===== src/rtl/hex_scan_ctrl.sv =====
// hex_scan_ctrl
//   Time-multiplexed scan controller for a 4-digit, common-anode 7-segment
//   display. A CPU-writable 16-bit display port (req/ack handshake) is shown
//   when non-zero, otherwise the RAM-supplied value is shown. The source and
//   port updates only take effect at frame boundaries, so one frame never
//   mixes old and new digits.
//
//   Optional feature macro: HEX_BLINK_EN (adds blink_en input and a frame
//   counter that periodically force-blanks the anodes).
//
// Ports
//   clk         clock
//   reset       synchronous, active-high reset
//   wr_req      CPU write request, held high until wr_ack
//   wr_data     value for the display port, sampled when the request is accepted
//   wr_ack      one-cycle pulse: write committed to the port
//   ram_val     fallback display value, sampled at the frame boundary
//   seg         segments, active-low, bit0=a .. bit6=g
//   an          digit anodes, active-low one-hot; an[0] = least significant nibble
//   frame_tick  one-cycle pulse, the cycle after a frame boundary
//   blink_en    blink enable (HEX_BLINK_EN builds only)
module hex_scan_ctrl #(
  parameter logic [15:0] CLK_DIV      = 16'd50000,
  parameter int unsigned BLINK_FRAMES = 32
) (
  input  logic        clk,
  input  logic        reset,
  input  logic        wr_req,
  input  logic [15:0] wr_data,
  output logic        wr_ack,
  input  logic [15:0] ram_val,
  output logic [6:0]  seg,
  output logic [3:0]  an,
  output logic        frame_tick
`ifdef HEX_BLINK_EN
  ,
  input  logic        blink_en
`endif
);

  typedef enum logic [1:0] {IDLE, PEND, ACK} state_t;

  state_t      state_q, state_d;
  logic [15:0] cnt_q, cnt_d;
  logic [1:0]  idx_q, idx_d;
  logic [15:0] port_q, port_d;
  logic [15:0] pending_q, pending_d;
  logic [15:0] shadow_q, shadow_d;
  logic [3:0]  an_q, an_d;
  logic [6:0]  seg_q, seg_d;
  logic        wr_ack_q, wr_ack_d;
  logic        frame_tick_q, frame_tick_d;
  logic        slot_tick, fb, blank;

`ifdef HEX_BLINK_EN
  localparam int unsigned FW = (BLINK_FRAMES > 1) ? $clog2(BLINK_FRAMES) : 1;
  logic [FW-1:0] fcnt_q, fcnt_d;
  logic          phase_q, phase_d;
`else
  logic unused_blink_cfg;
  always_comb unused_blink_cfg = (BLINK_FRAMES == 0);
`endif

  function automatic logic [6:0] hex7(input logic [3:0] n);
    case (n)
      4'h0: hex7 = 7'b1000000;
      4'h1: hex7 = 7'b1111001;
      4'h2: hex7 = 7'b0100100;
      4'h3: hex7 = 7'b0110000;
      4'h4: hex7 = 7'b0011001;
      4'h5: hex7 = 7'b0010010;
      4'h6: hex7 = 7'b0000010;
      4'h7: hex7 = 7'b1111000;
      4'h8: hex7 = 7'b0000000;
      4'h9: hex7 = 7'b0010000;
      4'hA: hex7 = 7'b0001000;
      4'hB: hex7 = 7'b0000011;
      4'hC: hex7 = 7'b1000110;
      4'hD: hex7 = 7'b0100001;
      4'hE: hex7 = 7'b0000110;
      default: hex7 = 7'b0001110;
    endcase
  endfunction

  always_comb begin
    slot_tick = (cnt_q == CLK_DIV - 16'd1);
    fb        = slot_tick && (idx_q == 2'd3);
    cnt_d     = slot_tick ? '0 : cnt_q + 16'd1;
    idx_d     = slot_tick ? idx_q + 2'd1 : idx_q;

    state_d   = state_q;
    pending_d = pending_q;
    port_d    = port_q;
    case (state_q)
      IDLE: if (wr_req) begin
        pending_d = wr_data;
        state_d   = PEND;
      end
      PEND: if (fb) begin
        port_d  = pending_q;
        state_d = ACK;
      end
      ACK:     state_d = IDLE;
      default: state_d = IDLE;
    endcase

    // Source choice uses the port value committed on this same edge, so a
    // write and the frame that first shows it are aligned.
    shadow_d = shadow_q;
    if (fb) shadow_d = (port_d != '0) ? port_d : ram_val;

`ifdef HEX_BLINK_EN
    fcnt_d  = fcnt_q;
    phase_d = phase_q;
    if (fb) begin
      if (fcnt_q == FW'(BLINK_FRAMES - 1)) begin
        fcnt_d  = '0;
        phase_d = ~phase_q;
      end else begin
        fcnt_d = fcnt_q + 1'b1;
      end
    end
    blank = blink_en && phase_q;
`else
    blank = 1'b0;
`endif

    // First cycle of each slot is blanked to hide segment transitions.
    an_d         = ((cnt_q == '0) || blank) ? '1 : ~(4'b0001 << idx_q);
    seg_d        = hex7(shadow_q[{idx_q, 2'b00} +: 4]);
    wr_ack_d     = (state_d == ACK);
    frame_tick_d = fb;
  end

  always_ff @(posedge clk) begin
    if (reset) begin
      state_q      <= IDLE;
      cnt_q        <= '0;
      idx_q        <= '0;
      port_q       <= '0;
      pending_q    <= '0;
      shadow_q     <= '0;
      an_q         <= '1;
      seg_q        <= '1;
      wr_ack_q     <= 1'b0;
      frame_tick_q <= 1'b0;
`ifdef HEX_BLINK_EN
      fcnt_q       <= '0;
      phase_q      <= 1'b0;
`endif
    end else begin
      state_q      <= state_d;
      cnt_q        <= cnt_d;
      idx_q        <= idx_d;
      port_q       <= port_d;
      pending_q    <= pending_d;
      shadow_q     <= shadow_d;
      an_q         <= an_d;
      seg_q        <= seg_d;
      wr_ack_q     <= wr_ack_d;
      frame_tick_q <= frame_tick_d;
`ifdef HEX_BLINK_EN
      fcnt_q       <= fcnt_d;
      phase_q      <= phase_d;
`endif
    end
  end

  assign an         = an_q;
  assign seg        = seg_q;
  assign wr_ack     = wr_ack_q;
  assign frame_tick = frame_tick_q;

endmodule


===== config.mk =====
export PLATFORM = sky130hd
export DESIGN_NAME = hex_scan_ctrl
export DESIGN_NICKNAME = d
export VERILOG_FILES = /design/src/rtl/hex_scan_ctrl.sv
export SDC_FILE = /design/constraint.sdc
export NUM_CORES = 1
export LEC_CHECK = 0
export BUFFER_PORTS_ARGS = -buffer_cell sky130_fd_sc_hd__buf_2
export CELL_PAD_IN_SITES_DETAIL_PLACEMENT = 0
export CELL_PAD_IN_SITES_GLOBAL_PLACEMENT = 2
export CORE_MARGIN = 8
export CORE_UTILIZATION = 37
export DETAILED_ROUTE_END_ITERATION = 8
export HOLD_SLACK_MARGIN = 0.05
export PLACE_DENSITY = 0.84
export SKIP_LAST_GASP = 1
export SLEW_MARGIN = 20
export SYNTH_ARGS = -nofsm -noshare
export SYNTH_HDL_FRONTEND = slang
export SYNTH_SLANG_ARGS = --single-unit

===== constraint.sdc =====
create_clock -name clk -period 6.32 [get_ports clk]
set_input_delay 0.632 -clock clk [delete_from_list [all_inputs] [get_ports clk]]
set_output_delay 0.632 -clock clk [all_outputs]
set_load 0.05 [all_outputs]

==> flow_metrics.env, run 1 <==
export IMPL_status="complete, no violations"
export IMPL_die_h_um=116
export IMPL_cp_arrival_ns=2.93
export IMPL_critPathLaunch="cnt_q[12]"
export IMPL_worst_path_buf_inv=1
export IMPL_whs_ns=0.442
export IMPL_p_seq_share_pct=53.3
export IMPL_synth_cells=433
export IMPL_power_w=0.000999
export IMPL_synth_nets=480
export IMPL_drt_wl_total_um=9130
export IMPL_cp_top_family="simple AND/OR/NAND/NOR gates"
export IMPL_path_cells="or4_1 -> or4_1 -> or3_1 -> buf_4 -> a211oi_1 -> o31ai_1"
export IMPL_async_reset_ff_share_pct=0
export IMPL_portBuffers=47
export IMPL_dp_hpwl_um=6530
export IMPL_synth_cell_types=38
export IMPL_reg2reg_depth=6
export IMPL_synth_seq_cells=81
export IMPL_p_sw_share_pct=23.9
export IMPL_endpoint="shadow_q[15]"
export IMPL_hold_viol=0
export IMPL_maxSlewHeadroom_pct=38.5
export IMPL_fin_crit_sh_pct=43.0
export IMPL_r2r_setup_slack_ns=3.60
export IMPL_postCtsSetupBuffers=0
export IMPL_grt_pass1_vias=3015
export IMPL_reg2reg_from="cnt_q[12]"
export IMPL_cts_max_path_buffers=2
export IMPL_path_depth=6
export IMPL_worst_clock_skew_ns=0.0110
export IMPL_required_ns=6.53
export IMPL_crit_type="register to register"
export IMPL_synth_edf_count=0
export IMPL_wl_per_cell_um=15.1
export IMPL_syn_cell_area_um2=3720
export IMPL_final_setup_viol_count=0
export IMPL_cts_sinks=81
export IMPL_antenna_cells=0
export IMPL_pwr_share_clk_pct=39.5
export IMPL_coreArea_um2=9770
export IMPL_cp_slowest_cell="or4_1"
export IMPL_place_inst=590
export IMPL_p_per_area_nw_per_um2=236
export IMPL_avgSynthCellArea_um2=8.59
export IMPL_cpMostUsedCell="or4_1"
export IMPL_vdd_drop_max_mv=0.0803
export IMPL_critPathMaxFanout=32
export IMPL_worst_skew_pair_late_latency_ns=0.35
export IMPL_instances_no_fill=606
export IMPL_endpoint_kind="register"
export IMPL_setup_tns_final_ns=0
export IMPL_crit_path_start_kind="register"
export IMPL_clk_pin_slew_ns=0.08
export IMPL_ys_warn_count=0
export IMPL_internal_power_w=0.000760
export IMPL_ctsHoldBuffers=0
export IMPL_drive_gt1_share_pct=18.0
export IMPL_route_vias_total=3082
export IMPL_rsz0062_at_grt="false"
export IMPL_slowest_delay_ns=0.66
export IMPL_synth_top_area_share_pct=43.6
export IMPL_worstMarginPinSlew_ns=0.923
export IMPL_drcViolationCount=0
export IMPL_grt_max_degree=48
export IMPL_maxSlewViolCount=0
export IMPL_clockRootBuffer="clkbuf_8"
export IMPL_pwr_share_comb_pct=7.2
export IMPL_post_cts_resized=0
export IMPL_grt_use_total_pct=14.3
export IMPL_grt_pass1_wl_um=15100
export IMPL_cts_tree="done"
export IMPL_rr_endpoint="shadow_q[15]"
export IMPL_start_util_pct=38.0
export IMPL_ant_nets=0
export IMPL_finalCriticalPeriod_ns=2.72
export IMPL_first_iter_violations=169
export IMPL_synth_top_cells_by_area="dfxtp_1 44%, nand2_1 9.8%, a21oi_1 5.1%, a211oi_2 4.7%, ha_1 4.0%"
export IMPL_fp_dieW_um=116
export IMPL_yosysSeqAreaShare_pct=43.6
export IMPL_ctsHtreeMaxLevel=3
export IMPL_routed_via_density=5.09
export IMPL_p_switching_w=0.000238
export IMPL_syn2layout_area_growth_pct=13.7
export IMPL_rows=36
export IMPL_cap_violations=0
export IMPL_leakage_nw=1.53
export IMPL_die_area_um2=13500
export IMPL_io_pins=48
export IMPL_overflow=0
export IMPL_place_congestion=0.739
export IMPL_fin_util_pct=43.2
export IMPL_nets=515
export IMPL_grt_antenna_before_repair=0
export IMPL_first_pass_iters=5
export IMPL_fmax_mhz=368
export IMPL_hold_class="register to register"
export IMPL_min_delay_path_depth=1
export IMPL_netlist_top_cell_by_area="dfxtp_1"
export IMPL_cts_made_buffers=9
export IMPL_synth_flop_cell="dfxtp_1"
[routing by layer]
layer  track usage, %  wire (um)  vias to the layer above
met5                0          0                        -
met2             22.3       4090                       65
met1             18.8       4430                     1414
met4             5.96        142                        0
met3             2.74        467                       11
li1                 -          -                     1592
[power by group through the flow]
stage	clock network, W	registers (W)	logic [W]
after global placement	0	0.000545	0.0000720
final	0.000395	0.000532	0.0000715
after floorplan	0	0.000550	0.0000384
after detailed placement	0	0.000544	0.0000726
after global routing	0.000434	0.000534	0.0000798
after CTS	0.000407	0.000532	0.0000728
[cell usage in the layout, fill, tap and decap left out, drive strengths merged, types with 2 or more instances in the layout]
master and instances:
or3 3, dfxtp 81, and2 2, nand2 97
a31oi 4, o31ai 16, and4 2, or4 2
buf 50, a211oi 24, ha 12, nand4 5
nand3 5, mux4 5, o21ai 5, xnor2 8
nand2b 4, xor2 6, nor2 30, inv 11
a21oi 38, clkbuf 14, nor4b 9, and3 11
nor4 10, nor3 12
[cell usage after synthesis, drive strengths merged, types with 6 or more instances]
cell,number
xnor2,8
a211oi,24
o31ai,16
dfxtp,81
ha,12
a21oi,38
nand2,97
buf,9
nor4,10
nor3,12
clkbuf,17
inv,11
and3,11
nor2,30
nor4b,9
xor2,6
[worst reg2reg max path, stage by stage (launching register included)]
cell and delay (ns):
dfxtp_1 0.34, or4_1 0.57, or4_1 0.66, or3_1 0.38
buf_4 0.27, a211oi_1 0.28, o31ai_1 0.09
[worst min path at each step]
stage / from / to / slack (ns)
final: state_q[1] / state_q[0] / 0.44
after floorplan: state_q[1] / state_q[0] / 0.41
after detailed placement: shadow_q[9] / shadow_q[9] / 0.44
after CTS: state_q[1] / state_q[0] / 0.45
after global routing: state_q[1] / state_q[0] / 0.46
after global placement: state_q[1] / state_q[0] / 0.43
[state kept, by name (all words and copies together) (netlist names)]
signal and flops:
cnt_q 16, seg 7, pending_q 16, an 4, shadow_q 16, state_q 2, wr_ack 1, frame_tick 1
port_q 16, idx_q 2
[layout make-up]
cell class / count / area (um2)
timing repair buffer: 50 / 258
sequential: 81 / 1620
tap: 133 / 166
clock buffer: 14 / 173
multi-input combinational: 315 / 1930
fill: 1018 / 5550
inverter: 11 / 41.3
clock inverter: 2 / 35.0
[metrics by stage]
stage | setup WS (ns) | cell area [um2]
after floorplan | 3.81 | 3720
after global placement | 3.68 | 4020
after detailed placement | 3.62 | 4020
after CTS | 3.58 | 4230
after global routing | 3.40 | 4230
final | 3.60 | 4230
[cells by family after synthesis]
group,count (synthesis),synth area share (%)
flops,81,43.6
fa+ha+maj,12,4.04
buf+inv,37,4.41
mux,6,3.30
compound gates,89,16.9
simple gates,194,24.5
xor+xnor,14,3.30
Note: power is estimated with default switching activity, not from simulation.
==> inputs of run 2 (changes only) <==
--- a/config.mk
+++ b/config.mk
@@ -9,10 +9,10 @@
 export CELL_PAD_IN_SITES_DETAIL_PLACEMENT = 0
 export CELL_PAD_IN_SITES_GLOBAL_PLACEMENT = 2
 export CORE_MARGIN = 8
-export CORE_UTILIZATION = 37
+export CORE_UTILIZATION = 35
 export DETAILED_ROUTE_END_ITERATION = 8
 export HOLD_SLACK_MARGIN = 0.05
-export PLACE_DENSITY = 0.84
+export PLACE_DENSITY = 0.81
 export SKIP_LAST_GASP = 1
 export SLEW_MARGIN = 20
 export SYNTH_ARGS = -nofsm -noshare
==> constraint.sdc (replaced) <==
create_clock -name clk -period 2.8 [get_ports clk]
set_input_delay 0.28 -clock clk [delete_from_list [all_inputs] [get_ports clk]]
set_output_delay 0.28 -clock clk [all_outputs]
set_load 0.05 [all_outputs]
==> run 2 against run 1 <==
Final cell count rose by 1.7%. Utilization shrank 1.5 points. Via count is 1.0% higher. Hold slack got worse by 0.28 ns. Clock-buffer cell count fell by 3. Power increased by 120%.
==> flow_metrics.env, run 2 (synthesized netlist as in run 1, its figures left out) <==
export IMPL_cts_made_buffers=9
export IMPL_whs_endpoint="pending_q[6]"
export IMPL_ctsHtreeMaxLevel=3
export IMPL_drt_wl_total_um=9210
export IMPL_min_delay_path_depth=3
export IMPL_die_h_um=119
export IMPL_first_pass_iters=4
export IMPL_grt_pass1_wl_um=15600
export IMPL_grt_antenna_before_repair=0
export IMPL_grt_max_degree=33
export IMPL_fin_crit_sh_pct=89.8
export IMPL_cts_max_path_buffers=2
export IMPL_start_util_pct=36.0
export IMPL_setup_tns_final_ns=0
export IMPL_leakage_nw=1.57
export IMPL_nets=522
export IMPL_critPathMaxFanout=32
export IMPL_cap_violations=0
export IMPL_path_cells="or4_1 -> or4_1 -> or3_1 -> buf_12 -> a211oi_1 -> o31ai_1"
export IMPL_worstMarginPinSlew_ns=0.790
export IMPL_maxSlewHeadroom_pct=47.4
export IMPL_cp_top_family="simple AND/OR/NAND/NOR gates"
export IMPL_final_setup_viol_count=0
export IMPL_r2r_setup_slack_ns=0.29
export IMPL_vdd_drop_max_mv=0.191
export IMPL_nFillCells=1073
export IMPL_required_ns=3.03
export IMPL_cts_sinks=81
export IMPL_layout_commonest_cell="nand2_1"
export IMPL_wl_per_cell_um=15.0
export IMPL_worst_skew_pair_late_latency_ns=0.35
export IMPL_io_pins=48
export IMPL_ant_nets=0
export IMPL_worst_clock_skew_ns=0.0121
export IMPL_die_area_um2=14200
export IMPL_antenna_cells=0
export IMPL_rows=37
export IMPL_cp_slowest_cell="or4_1"
export IMPL_slowest_delay_ns=0.57
export IMPL_clockRootBuffer="clkbuf_8"
export IMPL_reg2reg_from="cnt_q[12]"
export IMPL_routed_via_density=5.06
export IMPL_first_iter_violations=210
export IMPL_clk_pin_slew_ns=0.08
export IMPL_syn2layout_area_growth_pct=15.9
export IMPL_min_from="wr_data[6]"
export IMPL_drcViolationCount=0
export IMPL_endpoint_kind="register"
export IMPL_overflow=0
export IMPL_place_congestion=0.740
export IMPL_place_area_um2=4110
export IMPL_cp_arrival_ns=2.75
export IMPL_cts_tree="done"
export IMPL_coreArea_um2=10300
export IMPL_final_cell_mix="97 x nand2_1, 81 x dfxtp_1, 47 x buf_2"
export IMPL_fp_dieW_um=119
export IMPL_ctsHoldBuffers=0
export IMPL_hold_viol=0
export IMPL_rr_endpoint="shadow_q[0]"
export IMPL_grt_pass1_vias=3121
export IMPL_final_cell_area_um2=4310
export IMPL_route_vias_total=3114
export IMPL_crit_type="register to register"
export IMPL_grt_use_total_pct=13.4
export IMPL_status="complete, no violations"
export IMPL_p_per_area_nw_per_um2=515
export IMPL_dp_hpwl_um=6770
export IMPL_drive_gt1_share_pct=19.6
export IMPL_reg2reg_depth=6
export IMPL_finalCriticalPeriod_ns=2.51
export IMPL_crit_path_start_kind="register"
export IMPL_hold_class="input pin to register"
export IMPL_portBuffers=47
export IMPL_maxSlewViolCount=0
export IMPL_fmax_mhz=398
export IMPL_cpMostUsedCell="or4_1"
export IMPL_post_cts_resized=0
export IMPL_worst_path_buf_inv=1
export IMPL_postCtsSetupBuffers=0
export IMPL_rsz0062_at_grt="false"
==> run 2: cell types whose count changed in the layout (fill, tap and decap cells not counted) <==
cell	change
clkbuf_8	-2
clkinv_2	+1
buf_12	+2
a21oi_1	-1
clkbuf_1	-1
clkinvlp_4	+2
nor3_2	-1
nor3_4	+1
a21oi_2	+1
buf_4	+5
==> run 2: worst max path at each step <==
stage	to	cells after the start	slack, ns	from
final	shadow_q[0]	6	0.29	cnt_q[12]
after global routing	shadow_q[4]	6	0.12	cnt_q[12]
after CTS	shadow_q[15]	6	0.27	cnt_q[12]
after detailed placement	shadow_q[15]	6	0.28	cnt_q[12]
after global placement	shadow_q[15]	6	0.33	cnt_q[12]
after floorplan	shadow_q[10]	8	0.29	cnt_q[12]
==> run 2: power by group <==
part	switching, W	internal [W]	total [W]
Clock	0.000419	0.000434	0.000853
Sequential	0.0000267	0.00117	0.00120
Combinational	0.000106	0.0000590	0.000165
Total	0.000552	0.00167	0.00222
==> run 2: final cells by class <==
cell class	count	area [um2]	share of cell area (%)
Clock buffer	11	141	3.28
Clock inverter	5	55.1	1.28
Tap cell	136	170	3.95
Sequential cell	81	1620	37.7
Inverter	11	41.3	0.959
Multi-Input combinational cell	315	1940	45.1
Timing Repair Buffer	57	335	7.79
==> run 2: routing by layer <==
layer	global-route usage, %	up-vias	part of all wire, %
li1	-	1616	-
met1	17.4	1444	50
met2	21.0	44	45
met3	3.02	10	3.7
met4	5.45	0	1.3
met5	0	-	0
==> run 2: worst min-delay path, cell delays in order <==
cell and delay (ns):
buf_2 0.09, nand2_1 0.04, a21oi_1 0.05
==> run 2: through the flow <==
stage	total power, W	setup slack, ns	hold slack [ns]	cells	utilization, %
global route	0.00232	0.119	0.162	616	41.7
finish	0.00222	0.286	0.161	616	41.7
CTS	0.00224	0.275	0.147	616	41.7
global placement	0.00140	0.327	0.434	600	39.8
detailed placement	0.00140	0.283	0.439	600	39.8
floorplan	0.00133	0.291	0.413	433	-
==> inputs of run 3 (changes only) <==
==> config.mk (replaced) <==
export PLATFORM = sky130hd
export DESIGN_NAME = hex_scan_ctrl
export DESIGN_NICKNAME = d
export VERILOG_FILES = /design/src/rtl/hex_scan_ctrl.sv
export SDC_FILE = /design/constraint.sdc
export NUM_CORES = 1
export LEC_CHECK = 0
export ABC_AREA = 1
export BUFFER_PORTS_ARGS = -buffer_cell sky130_fd_sc_hd__buf_2
export CELL_PAD_IN_SITES_DETAIL_PLACEMENT = 0
export CELL_PAD_IN_SITES_GLOBAL_PLACEMENT = 2
export CORE_MARGIN = 8
export CORE_UTILIZATION = 32
export DETAILED_ROUTE_END_ITERATION = 8
export HOLD_SLACK_MARGIN = 0.05
export PLACE_DENSITY = 0.79
export REMOVE_ABC_BUFFERS = 1
export SKIP_LAST_GASP = 1
export SYNTH_ARGS = -nofsm -noshare
export SYNTH_HDL_FRONTEND = slang
export SYNTH_SLANG_ARGS = --single-unit
==> run 3 against run 2 <==
Sequential share of layout area shrank 1.6 points. Final cell count grew 20%. Combinational power shrank 6%. Critical path type unchanged. Synthesized cell count grew 26%. Hold slack gained 0.028 ns. Highest routed layer unchanged. Critical endpoint is now shadow_q[8]. Global-route usage shrank 0.83 points. Register-to-register slack gained 0.08 ns.
==> flow_metrics.env, run 3 <==
export IMPL_synth_edf_count=0
export IMPL_grt_antenna_before_repair=0
export IMPL_hold_class="input pin to register"
export IMPL_synth_top_area_share_pct=41.8
export IMPL_nFillCells=1347
export IMPL_first_pass_iters=4
export IMPL_ant_nets=0
export IMPL_required_ns=3.02
export IMPL_async_reset_ff_share_pct=0
export IMPL_cp_arrival_ns=2.66
export IMPL_rsz0062_at_grt="false"
export IMPL_synth_cell_types=32
export IMPL_syn_cell_area_um2=3880
export IMPL_drive_gt1_share_pct=16.4
export IMPL_hold_viol=0
export IMPL_fmax_mhz=410
export IMPL_first_iter_violations=178
export IMPL_drt_wl_total_um=9590
export IMPL_fin_crit_sh_pct=87.0
export IMPL_cts_sinks=81
export IMPL_cpMostUsedCell="nand2_1"
export IMPL_maxSlewHeadroom_pct=52.6
export IMPL_cap_violations=0
export IMPL_critPathMaxFanout=20
export IMPL_vdd_drop_max_mv=0.326
export IMPL_wl_per_cell_um=13.0
export IMPL_ys_warn_count=0
export IMPL_postCtsSetupBuffers=0
export IMPL_multi_input_comb_area_um2=1860
export IMPL_start_util_pct=32.6
export IMPL_worst_clock_skew_ns=0.00687
export IMPL_final_cell_mix="104 x nand2_1, 81 x dfxtp_1, 76 x nor2_1"
export IMPL_crit_type="register to register"
export IMPL_final_cell_area_um2=4500
export IMPL_ctsHtreeMaxLevel=3
export IMPL_place_congestion=0.771
export IMPL_leakage_nw=1.90
export IMPL_maxSlewViolCount=0
export IMPL_worst_path_buf_inv=1
export IMPL_seqCellArea_um2=1620
export IMPL_crit_path_start_kind="register"
export IMPL_finalCriticalPeriod_ns=2.44
export IMPL_synth_cells=546
export IMPL_die_h_um=126
export IMPL_synth_top_cells_by_area="dfxtp_1 42%, nand2_1 10%, nor2_1 7.4%, nand3_1 6.7%, inv_1 6.6%"
export IMPL_drcViolationCount=0
export IMPL_dp_hpwl_um=7330
export IMPL_rows=40
export IMPL_worst_skew_pair_late_latency_ns=0.34
export IMPL_clk_pin_slew_ns=0.06
export IMPL_cp_slowest_cell="dfxtp_1"
export IMPL_ctsHoldBuffers=0
export IMPL_p_per_area_nw_per_um2=547
export IMPL_fp_dieW_um=126
export IMPL_antenna_cells=0
export IMPL_cts_made_buffers=9
export IMPL_cp_top_family="simple AND/OR/NAND/NOR gates"
export IMPL_clockRootBuffer="clkbuf_16"
export IMPL_io_pins=48
export IMPL_setup_tns_final_ns=0
export IMPL_routed_via_density=4.58
export IMPL_cts_max_path_buffers=2
export IMPL_synth_seq_cells=81
export IMPL_yosysSeqAreaShare_pct=41.8
export IMPL_grt_use_total_pct=12.6
export IMPL_place_area_um2=4220
export IMPL_grt_pass1_vias=3350
export IMPL_syn2layout_area_growth_pct=15.9
export IMPL_cts_tree="done"
export IMPL_avgSynthCellArea_um2=7.11
export IMPL_grt_max_degree=25
export IMPL_grt_pass1_wl_um=16100
export IMPL_layout_commonest_cell="nand2_1"
export IMPL_whs_ns=0.189
export IMPL_portBuffers=47
export IMPL_worstMarginPinSlew_ns=0.710
export IMPL_yosysMostFrequentCell="nand2_1"
export IMPL_synth_flop_cell="dfxtp_1"
export IMPL_netlist_top_cell_by_area="dfxtp_1"
export IMPL_coreArea_um2=11900
export IMPL_final_setup_viol_count=0
export IMPL_die_area_um2=15900
export IMPL_overflow=0
export IMPL_path_cells="ha_1 -> nand4_2 -> buf_4 -> nand2_1 -> nand2_1 -> nor2_1 -> nand2_1 -> nor2_4 -> nand3_1 -> nand3_1 -> a21oi_1"
export IMPL_synth_top_cells_by_count="104 x nand2_1, 81 x dfxtp_1, 76 x nor2_1"
export IMPL_endpoint_kind="register"
export IMPL_slowest_delay_ns=0.52
export IMPL_status="complete, no violations"
export IMPL_route_vias_total=3388
export IMPL_nets=635
export IMPL_post_cts_resized=0
run 3: area by class of cell:
type	instances	area share, %
repair buffers	54	6.40
multi-input cells	370	41.3
clock buffers	13	5.79
inverters	72	6.01
flip-flops and latches	81	36.1
well taps	147	4.09
clock inverters	3	0.334
run 3: path summary, 6_finish.rpt:
path | cells after the start | slack, ns | endpoint | from
setup / recovery | 11 | 0.36 | shadow_q[8] | idx_q[0]
setup reg to reg | 11 | 0.36 | shadow_q[8] | idx_q[0]
hold reg to reg | 1 | 0.46 | cnt_q[0] | cnt_q[0]
hold / removal | 3 | 0.19 | pending_q[4] | wr_data[4]
run 3: per-layer routing:
metal | GRT usage (%) | wire length, um | vias to the layer above
li1 | - | - | 1831
met1 | 16.8 | 5010 | 1498
met2 | 18.6 | 4100 | 49
met3 | 2.87 | 286 | 10
met4 | 6.16 | 194 | 0
met5 | 0 | 0 | -
run 3: cell families (layout without fill, tap and decap cells):
group,after synthesis,count (layout),share of synthesized area [%]
and+or+nand+nor,279,279,32.8
buffers and inverters,95,142,10.3
DFF,81,81,41.8
AOI/OAI and AO/OA,77,77,10.7
adders and majority gates,12,12,3.87
xor gates and xnor gates,2,2,0.451
run 3: worst min-delay path, cell delays in order:
cell,delay [ns]
buf_2,0.07
o21ai_0,0.07
nor2_1,0.08
run 3: report_power, final:
group | internal, W | total, W | switching, W
clock network | 0.000645 | 0.00111 | 0.000461
registers | 0.00118 | 0.00120 | 0.0000141
logic | 0.0000544 | 0.000155 | 0.000100
total | 0.00188 | 0.00246 | 0.000575
run 3: through the flow:
stage          util, %  total power [W]  std cells  setup WS [ns]
6_report          37.8          0.00246        740          0.363
5_1_grt           37.8          0.00256        740         0.0438
4_1_cts           37.8          0.00249        740          0.343
3_5_place_dp      35.4          0.00138        724          0.356
3_3_place_gp      35.4          0.00138        724          0.388
2_1_floorplan        -          0.00131        523          0.481
